[src/rtl/uart_tx_arbiter.sv]
// uart_tx_arbiter
// Shares one UART byte transmitter among NREQ requesters. Grants rotate
// round-robin, and a requester may send up to MAX_BURST bytes per grant.
// For each byte the arbiter latches the data, pulses tx_start, waits for
// the transmitter to go busy, and acknowledges the requester. It flags a
// transmitter that never accepts a start within START_TIMEOUT cycles.
// req and tx_busy are registered before the FSM sees them. As a result,
// no output has a combinational path from an input, and every decision
// uses a single consistent snapshot of the inputs.

module uart_tx_arbiter #(
    parameter int NREQ          = 4,
    parameter int MAX_BURST     = 4,
    parameter int START_TIMEOUT = 64
) (
    input  logic                      sysclk,
    input  logic                      rst,
    input  logic [NREQ-1:0]           req,
    input  logic [8*NREQ-1:0]         data_in,
    input  logic                      tx_busy,
    output logic                      tx_start,
    output logic [7:0]                tx_data,
    output logic [NREQ-1:0]           ack,
    output logic [$clog2(NREQ)-1:0]   grant_id,
    output logic                      active,
    output logic                      err_timeout
);

    localparam int GW = $clog2(NREQ);
    localparam int TW = $clog2(START_TIMEOUT + 1);

    localparam logic [GW-1:0] LAST_IDX  = GW'(NREQ - 1);
    localparam logic [GW-1:0] ONE_IDX   = GW'(1);
    localparam logic [3:0]    BURST_MAX = 4'(MAX_BURST);
    localparam logic [TW-1:0] T_LIMIT   = TW'(START_TIMEOUT - 1);
    localparam logic [TW-1:0] T_MAX     = '1;
    localparam logic [TW-1:0] T_ONE     = TW'(1);

    typedef enum logic [1:0] {
        IDLE,
        START,
        WAIT_BUSY,
        WAIT_DONE
    } state_t;

    state_t            state;
    logic [NREQ-1:0]   req_q;
    logic              busy_q;
    logic [GW-1:0]     ptr;
    logic [3:0]        burst_cnt;
    logic [TW-1:0]     timer;

    logic [7:0]        slice [NREQ];
    logic              sel_valid;
    logic [GW-1:0]     sel_idx;
    logic [GW-1:0]     next_ptr;
    logic [TW-1:0]     timer_inc;

    // Unpack the flat data bus into one byte per requester
    for (genvar g = 0; g < NREQ; g++) begin : g_slice
        assign slice[g] = data_in[8*g +: 8];
    end

    // Round-robin pick: the first requesting index at or after p, wrapping.
    // The loop runs from the far end down, so the closest index is the
    // last one written and therefore wins.
    function automatic logic [GW:0] rr_pick(input logic [NREQ-1:0] r,
                                            input logic [GW-1:0]   p);
        logic [GW:0]   result;
        logic [GW-1:0] idx_v;
        int            idx;
        result = '0;
        for (int k = NREQ - 1; k >= 0; k--) begin
            idx   = (int'(p) + k) % NREQ;
            idx_v = idx[GW-1:0];
            if (r[idx_v]) begin
                result = {1'b1, idx_v};
            end
        end
        return result;
    endfunction

    // Combinational helpers: candidate grant, pointer after this grant, saturating timer step
    always_comb begin
        {sel_valid, sel_idx} = rr_pick(req_q, ptr);
        next_ptr  = (grant_id == LAST_IDX) ? '0 : grant_id + ONE_IDX;
        timer_inc = (timer == T_MAX) ? timer : timer + T_ONE;
    end

    assign active = (state != IDLE);

    // Arbitration FSM with input sampling and registered start/ack/error pulses
    always_ff @(posedge sysclk or negedge rst) begin
        if (!rst) begin
            state       <= IDLE;
            req_q       <= '0;
            busy_q      <= 1'b0;
            ptr         <= '0;
            burst_cnt   <= '0;
            timer       <= '0;
            tx_start    <= 1'b0;
            tx_data     <= 8'h00;
            ack         <= '0;
            grant_id    <= '0;
            err_timeout <= 1'b0;
        end else begin
            req_q       <= req;
            busy_q      <= tx_busy;
            tx_start    <= 1'b0;
            ack         <= '0;
            err_timeout <= 1'b0;

            case (state)
                IDLE: begin
                    if (!busy_q && sel_valid) begin
                        tx_data   <= slice[sel_idx];
                        grant_id  <= sel_idx;
                        burst_cnt <= 4'd1;
                        tx_start  <= 1'b1;
                        state     <= START;
                    end
                end

                START: begin
                    timer <= '0;
                    state <= WAIT_BUSY;
                end

                WAIT_BUSY: begin
                    if (busy_q) begin
                        ack[grant_id] <= 1'b1;
                        state         <= WAIT_DONE;
                    end else if (timer_inc == T_LIMIT) begin
                        err_timeout <= 1'b1;
                        ptr         <= next_ptr;
                        burst_cnt   <= '0;
                        state       <= IDLE;
                    end else begin
                        timer <= timer_inc;
                    end
                end

                WAIT_DONE: begin
                    if (!busy_q) begin
                        if (req_q[grant_id] && (burst_cnt < BURST_MAX)) begin
                            tx_data   <= slice[grant_id];
                            burst_cnt <= burst_cnt + 4'd1;
                            tx_start  <= 1'b1;
                            state     <= START;
                        end else begin
                            ptr       <= next_ptr;
                            burst_cnt <= '0;
                            state     <= IDLE;
                        end
                    end
                end

                default: begin
                    state <= IDLE;
                end
            endcase
        end
    end

endmodule
[config.mk]
export PLATFORM = sky130hd
export DESIGN_NAME = uart_tx_arbiter
export DESIGN_NICKNAME = d
export VERILOG_FILES = /design/src/rtl/uart_tx_arbiter.sv
export SDC_FILE = /design/constraint.sdc
export NUM_CORES = 1
export LEC_CHECK = 0
export ABC_AREA = 1
export BUFFER_PORTS_ARGS = -buffer_cell sky130_fd_sc_hd__buf_2
export CAP_MARGIN = 20
export CORE_ASPECT_RATIO = 1.4
export CORE_MARGIN = 4
export CORE_UTILIZATION = 30
export DETAILED_ROUTE_END_ITERATION = 10
export PLACE_DENSITY = 0.49
export SYNTH_ARGS = -nofsm -noshare
export SYNTH_HDL_FRONTEND = slang
export SYNTH_SLANG_ARGS = --single-unit
[constraint.sdc]
create_clock -name sysclk -period 2.1 [get_ports sysclk]
set_input_delay 0.525 -clock sysclk [delete_from_list [all_inputs] [get_ports sysclk]]
set_output_delay 0.525 -clock sysclk [all_outputs]
set_load 0.03 [all_outputs]
---- After elaboration in Yosys (flattened, before gate mapping) ----
Index checks and enable logic that the tools add are counted.
word-level totals
  logic and storage cells ................. 115
  register bits ........................... 36
  input bits .............................. 39
operators by class
  equality and inequality tests ........... 14
  muxes and demuxes ....................... 57
  add/subtract/negate cells ............... 6
  bitwise logic cells ..................... 2
  magnitude comparators ................... 9
  reductions and logical operators ........ 16
operators with widths
  cell                                                                           count
  8-bit 2-to-1 mux                                                               7
  8-bit binary-select mux with 2-bit select                                      2
  4-bit 2-to-1 mux                                                               7
  7-bit 2-to-1 mux                                                               3
  2-bit 2-to-1 mux                                                               9
  8-bit case mux with 2 select lines                                             1
  2-bit by 3-bit less-than comparator with 1-bit output (second input constant)  5
  2-bit inequality test (second input constant)                                  7
  7-bit case mux with 2 select lines                                             1
  1-bit 2-to-1 mux                                                               13
  3-bit 2-to-1 mux                                                               4
  4-bit case mux with 3 select lines                                             1
  1-bit binary-select mux with 2-bit select                                      5
  5-bit AND reduction                                                            2
  2-bit case mux with 4 select lines                                             1
  2-bit nonzero test                                                             4
  7-bit by 1-bit adder with 7-bit output (second input constant)                 1
  7-bit by 6-bit == test with 1-bit output (second input constant)               1
  7-bit == test (second input constant)                                          1
  2-bit == test (second input constant)                                          3
  3-bit >= comparator (second input constant)                                    2
  2-bit NOT with 3-bit output                                                    2
  3-bit AND reduction                                                            2
  2-bit by 1-bit adder with 2-bit output (second input constant)                 2
  15 further kinds                                                               18

---- Longest topological paths before layout ----
  depth in word-level cells ............... 13
  mapped depth ............................ 15

---- Worst setup path after synthesis ----
Ideal clock, no wire load.
  path kind ............................... flip-flop to flip-flop
  start point ............................. register state[0]
  end point ............................... register burst_cnt[0]
  stages on the path, launching flop included .. 11
  library setup time ...................... 121 ps
  arrival time ............................ 1653 ps
  slack ................................... 326 ps
  data required time ...................... 1979 ps
  cells stage by stage .................... dfrtp_1 > inv_1 > ha_1 > inv_1 > a21oi_1 > a21oi_2 > nand2_1 > a21oi_1 > nand2_2 > nand2_1 > o21ai_1
on the way
  word-level cells in the longest chain between the ends .. 3
  elaborated cells on any way between the ends .. 10
ends and longest elaborated chain
  element                                                                line  RTL
  from (decl)                                                            46    state_t state;
  from (signal assigned)                                                 95    state <= IDLE;
  from (signal assigned)                                                 120   state <= START;
  from (signal assigned)                                                 126   state <= WAIT_BUSY;
  2-bit == test or 2-bit zero test (tied branches)                       113   case (state)
  2-bit inequality test (no line) or 3-bit nonzero test (tied branches)  --
  5-bit AND reduction (no line)                                          --
  to (signal assigned)                                                   147   burst_cnt <= burst_cnt + 4'd1;
  to (decl)                                                              50    logic [3:0] burst_cnt;
Several ways; a longest one is shown, not always the timed one.
A chain may end at the register's enable or synchronous reset.

---- Worst setup path after layout ----
  start point ............................. register ptr[0]
  end point ............................... register tx_data[0]
on the way
  word-level cells in the longest chain between the ends .. 13
  elaborated cells on any way between the ends .. 24
ends and longest elaborated chain
  element                                               line  RTL
  from (decl)                                           49    logic [GW-1:0] ptr;
  from (signal assigned)                                135   ptr <= next_ptr;
  from (signal assigned)                                151   ptr <= next_ptr;
  2-bit adder                                           74    idx = (int'(p) + k) % NREQ;
  1-bit binary-select mux with 2-bit select             76    if (r[idx_v]) begin
  1-bit 2-to-1 mux (not written as such)                76
  3-bit 2-to-1 mux (3 in series)                        76
  3-bit 2-to-1 mux *                                    76
  2-bit NOT with 3-bit output (not written as such)     116   tx_data <= slice[sel_idx];
  8-bit binary-select mux with 2-bit select             116
  8-bit 2-to-1 mux (not written as such) (2 in series)  116
  8-bit 2-to-1 mux                                      115   if (!busy_q && sel_valid) begin
  8-bit case mux with 2 select lines                    113
  to (signal assigned)                                  116
  to (signal assigned)                                  146   tx_data <= slice[grant_id];
  to (decl)                                             22    output logic [7:0] tx_data,
Every way passes the cells marked *; elsewhere a longest branch is shown, timed or not. The select of a mux whose other input is x is not followed.

==> summary.md <==
| Metric | Value |
|---|---|
| Final period util | `90.50%` |
| Non-filler cells, final | `551` |
| VDD IR-drop max | `0.6208 mV` |
| CP max stage cell | `dfrtp_2` |
| Mux cell area share after synthesis | `0%` |
| Max clock buf depth | `2` |
| Hold Crit Class | `input port to asynchronous set/reset pin` |
| Routed wire length | `7.644 mm` |
| Vias | `2630` |
| Setup Skew | `between 0.006 and 0.007 ns` |
| Worst R2R Path Depth | `13` |
| Endpoints failing setup | `0` |
| Slew margin rel. | `69.41%` |
| Ant diodes | `0` |
| Kind of start point of the critical path | `flop` |
| Placed cell count | `541` |
| Clk root buf | `clkbuf_16` |
| Initial antenna violation count | `0` |
| Xor/xnor share of the synthesized area | `1.292%` |
| PortBufs | `55` |
| Max incr delay on CP | `0.50 ns` |
| Yosys warnings | `0` |
| FF+latch count, synth | `36` |
| CP arrival | `approximately 2.1 ns` |
| Worst Max-Slew Pin Slew | `0.4562 ns` |
| Synthesized Nets | `432` |
| Pwr Total | `0.004819 W` |
| DRC | `0` |
| Die Area | `0.01065 mm²` |
| Reg-to-reg slack, setup | `between 0.15 and 0.2 ns` |
| Final Hold Slack | `0.1884 ns` |
| Seq pwr share | `22.4%` |
| Crit. End Element | `flop` |
| Crit Path Max Fanout | `17` |
| Share of the core filled with cells | `between 30% and 40%` |
| Main combinational cell family by area after synthesis | `simple AND/OR/NAND/NOR gates` |
| Clock Sinks | `36` |
| Worst Path Required | `between 2 and 2.5 ns` |
| Clock power frac | `15.0%` |
| Clock transition at path regs | `0.06 ns` |
| H-tree depth | `2` |
| Post-synthesis sequential area ratio | `33.21%` |
| Drt first pass iters | `4` |
| Post-Syn Instances | `383` |
| Post-DP HPWL | `5.787 mm` |
| Comb pwr share | `62.7%` |
| Grt total ovfl | `0` |
| Synth Area in Adders | `4.613%` |
| Max_cap viols | `0` |
| 1st-iter DRT viols | `a little under 90` |
| Slew Limit Fails | `0` |
| Simple-gate share of the synthesized area | `37.13%` |
| Synth Area in Compound Gates | `between 10% and 20%` |
| Synth Cell Area | `~0.0027 mm²` |
| LEAKAGE | `1.829 nW` |
| Sum Neg Setup Slack | `0 ns` |
| Vias in the first global route | `approximately 2600` |
| CP Cell Sequence | `inv_6 > nand2_4 > nand3_1 > nand2_2 > nand3_4 > nand2_4 > nand2_4 > nand2_8 > nand2_1 > nand3_1 > nand3_1 > nand2_1 > nand2_1` |
| Outcome | `finished, final reports clean` |
| Crit Path Category | `flop to flop` |
| Boundary pin count | `56` |
| Unique cell type count in the Yosys netlist | `36` |
| Reg-to-Reg Start | `ptr[0]$_DFFE_PN0P_` |
| Via/cell ratio | `approximately 4.8` |
| Layout cells sized above 1 | `a little over a quarter` |
| Sw Ratio | `around half` |
| Layout area overhead | `21.08%` |
| Core area | `0.008708 mm²` |
| Global-route wire length before repair | `12.62 mm` |
| Top delay family on crit path | `simple AND/OR/NAND/NOR gates` |
| Chip Height | `120.5 µm` |
| Total internal power | `about 0.0023 W` |
| Die Wd | `88.37 µm` |
| FP Rows | `40` |
| Max Clk Rate | `526.2 MHz` |
| Post-layout net count | `between 400 and 500` |
| Buffers and inverters on the worst path | `1` |
| Synthesized area per cell | `7.083 µm²` |
| Initial core utilization | `31.15%` |
| Fin. Hold Viols | `0` |
| Worst setup path start | `ptr[0]$_DFFE_PN0P_` |
| NetSw | `0.002483 W` |
| Tmin final | `1.901 ns` |
| GPL Wtd Cong | `between 0.8 and 0.9` |
| Largest net degree at the start of global routing | `33` |
| Overall global routing resource usage | `15.18%` |
| CTS tree | `done` |
| Wire length per cell | `13.87 µm` |
| Post-route ant nets | `0` |
| R2R Path End | `tx_data[0]$_DFFE_PN0P_` |
| Total CTS buffers | `5` |
| Clk_lat worst skew | `0.28 ns` |
| Pwr per Cell Area | `1467 mW/mm²` |
what timing repair did:
item	4_1_cts	5_1_grt
hold buffers	0	0
setup buffers	0	2
resized for setup	0	3
setup endpoints to repair	0	16
area by class of cell:
cell class	instances	area, µm²
Timing Repair Buffer	67	377.9
Multi-Input combinational cell	275	1501
Clock inverter	1	8.758
Tap cell	105	131.4
Fill cell	953	5424
Inverter	60	230.2
Clock buffer	7	132.6
Sequential cell	36	902.1
per-stage QoR:
stage	setup WS (ns)	cell area, µm²
5_1_grt	-0.009483	3284
4_1_cts	0.01669	3261
2_1_floorplan	0.3258	2713
3_5_place_dp	0.02188	3119
3_3_place_gp	0.01641	3119
6_report	0.1995	3284
flip-flops by register name (all words and copies together) (netlist names), 2 cells and up:
register	cells
ack	4
grant_id	2
ptr	2
burst_cnt	4
tx_data	8
state	2
timer	7
req_q	4
power by group through the flow:
stage / Clock [W] / Sequential [W] / Combinational (W)
2_1_floorplan: 0 / 0.00124 / 0.00214
3_5_place_dp: 0 / 0.00109 / 0.00300
5_1_grt: 0.000786 / 0.00111 / 0.00341
6_report: 0.000721 / 0.00108 / 0.00302
4_1_cts: 0.000747 / 0.00108 / 0.00301
3_3_place_gp: 0 / 0.00109 / 0.00298
per-layer routing:
metal	up-vias	part of all wire, %	GRT usage, %
met2	75	49	25.51
met4	0	2.4	5.860
li1	1354	-	-
met1	1191	42	18.58
met5	-	0	0
met3	10	6.2	3.340
layout by cell type, fill, tap and decap left out, drive strengths merged:
cell type | netlist | final
dfrtp | 36 | 36
nor3 | 1 | 1
a21boi | 2 | 2
o21ai | 28 | 28
nand3 | 63 | 63
inv | 59 | 59
or2 | 1 | 1
ha | 10 | 10
clkbuf | 3 | 7
nand4 | 2 | 2
xor2 | 3 | 3
xnor2 | 1 | 1
a21oi | 22 | 22
nand2 | 114 | 114
a31oi | 8 | 8
nor2 | 19 | 19
and2 | 1 | 1
buf | 9 | 67
clkinv | 1 | 2
cell usage after synthesis:
cell / count / share of area [%]
nand3_1: 56 / 10
nand4_1: 1 / 0.23
o21ai_1: 9 / 1.7
or2_2: 1 / 0.23
inv_1: 54 / 7.5
buf_1: 1 / 0.14
nand4_2: 1 / 0.46
o21ai_0: 18 / 3.3
a21oi_2: 1 / 0.32
nor2_2: 3 / 0.69
o21ai_2: 1 / 0.32
buf_6: 2 / 0.83
nor2_1: 16 / 2.2
nand2_8: 1 / 0.74
nand3_2: 5 / 1.8
a21oi_1: 21 / 3.9
buf_4: 2 / 0.55
nand2_1: 89 / 12
dfrtp_1: 36 / 33
a21boi_0: 1 / 0.28
clkbuf_1: 3 / 0.42
inv_6: 1 / 0.32
nand2_4: 4 / 1.7
ha_1: 10 / 4.6
and2_4: 1 / 0.32
a21boi_2: 1 / 0.42
buf_2: 3 / 0.55
inv_2: 4 / 0.55
nand3_4: 2 / 1.3
nand2_2: 20 / 4.6
xor2_1: 3 / 0.97
a31oi_1: 8 / 1.8
clkinv_1: 1 / 0.14
xnor2_1: 1 / 0.32
nor3_1: 1 / 0.18
buf_12: 1 / 0.74
logic make-up after synthesis:
logic type               count (synthesis)
AO/OA/AOI/OAI                           60
buffers and inverters                   72
XOR/XNOR                                 4
adder cells (fa/ha/maj)                 10
AND/OR/NAND/NOR                        201
flip-flops                              36
worst max-delay path by stage:
stage,endpoint,slack [ns],depth (start not counted)
5_1_grt,ptr[0]$_DFFE_PN0P_,-0.009,12
6_report,tx_data[0]$_DFFE_PN0P_,0.20,13
4_1_cts,tx_data[0]$_DFFE_PN0P_,0.02,13
2_1_floorplan,burst_cnt[0]$_DFFE_PN0P_,0.33,10
3_5_place_dp,tx_data[0]$_DFFE_PN0P_,0.02,13
3_3_place_gp,tx_data[0]$_DFFE_PN0P_,0.02,13
(Power assumes the default switching activity.)
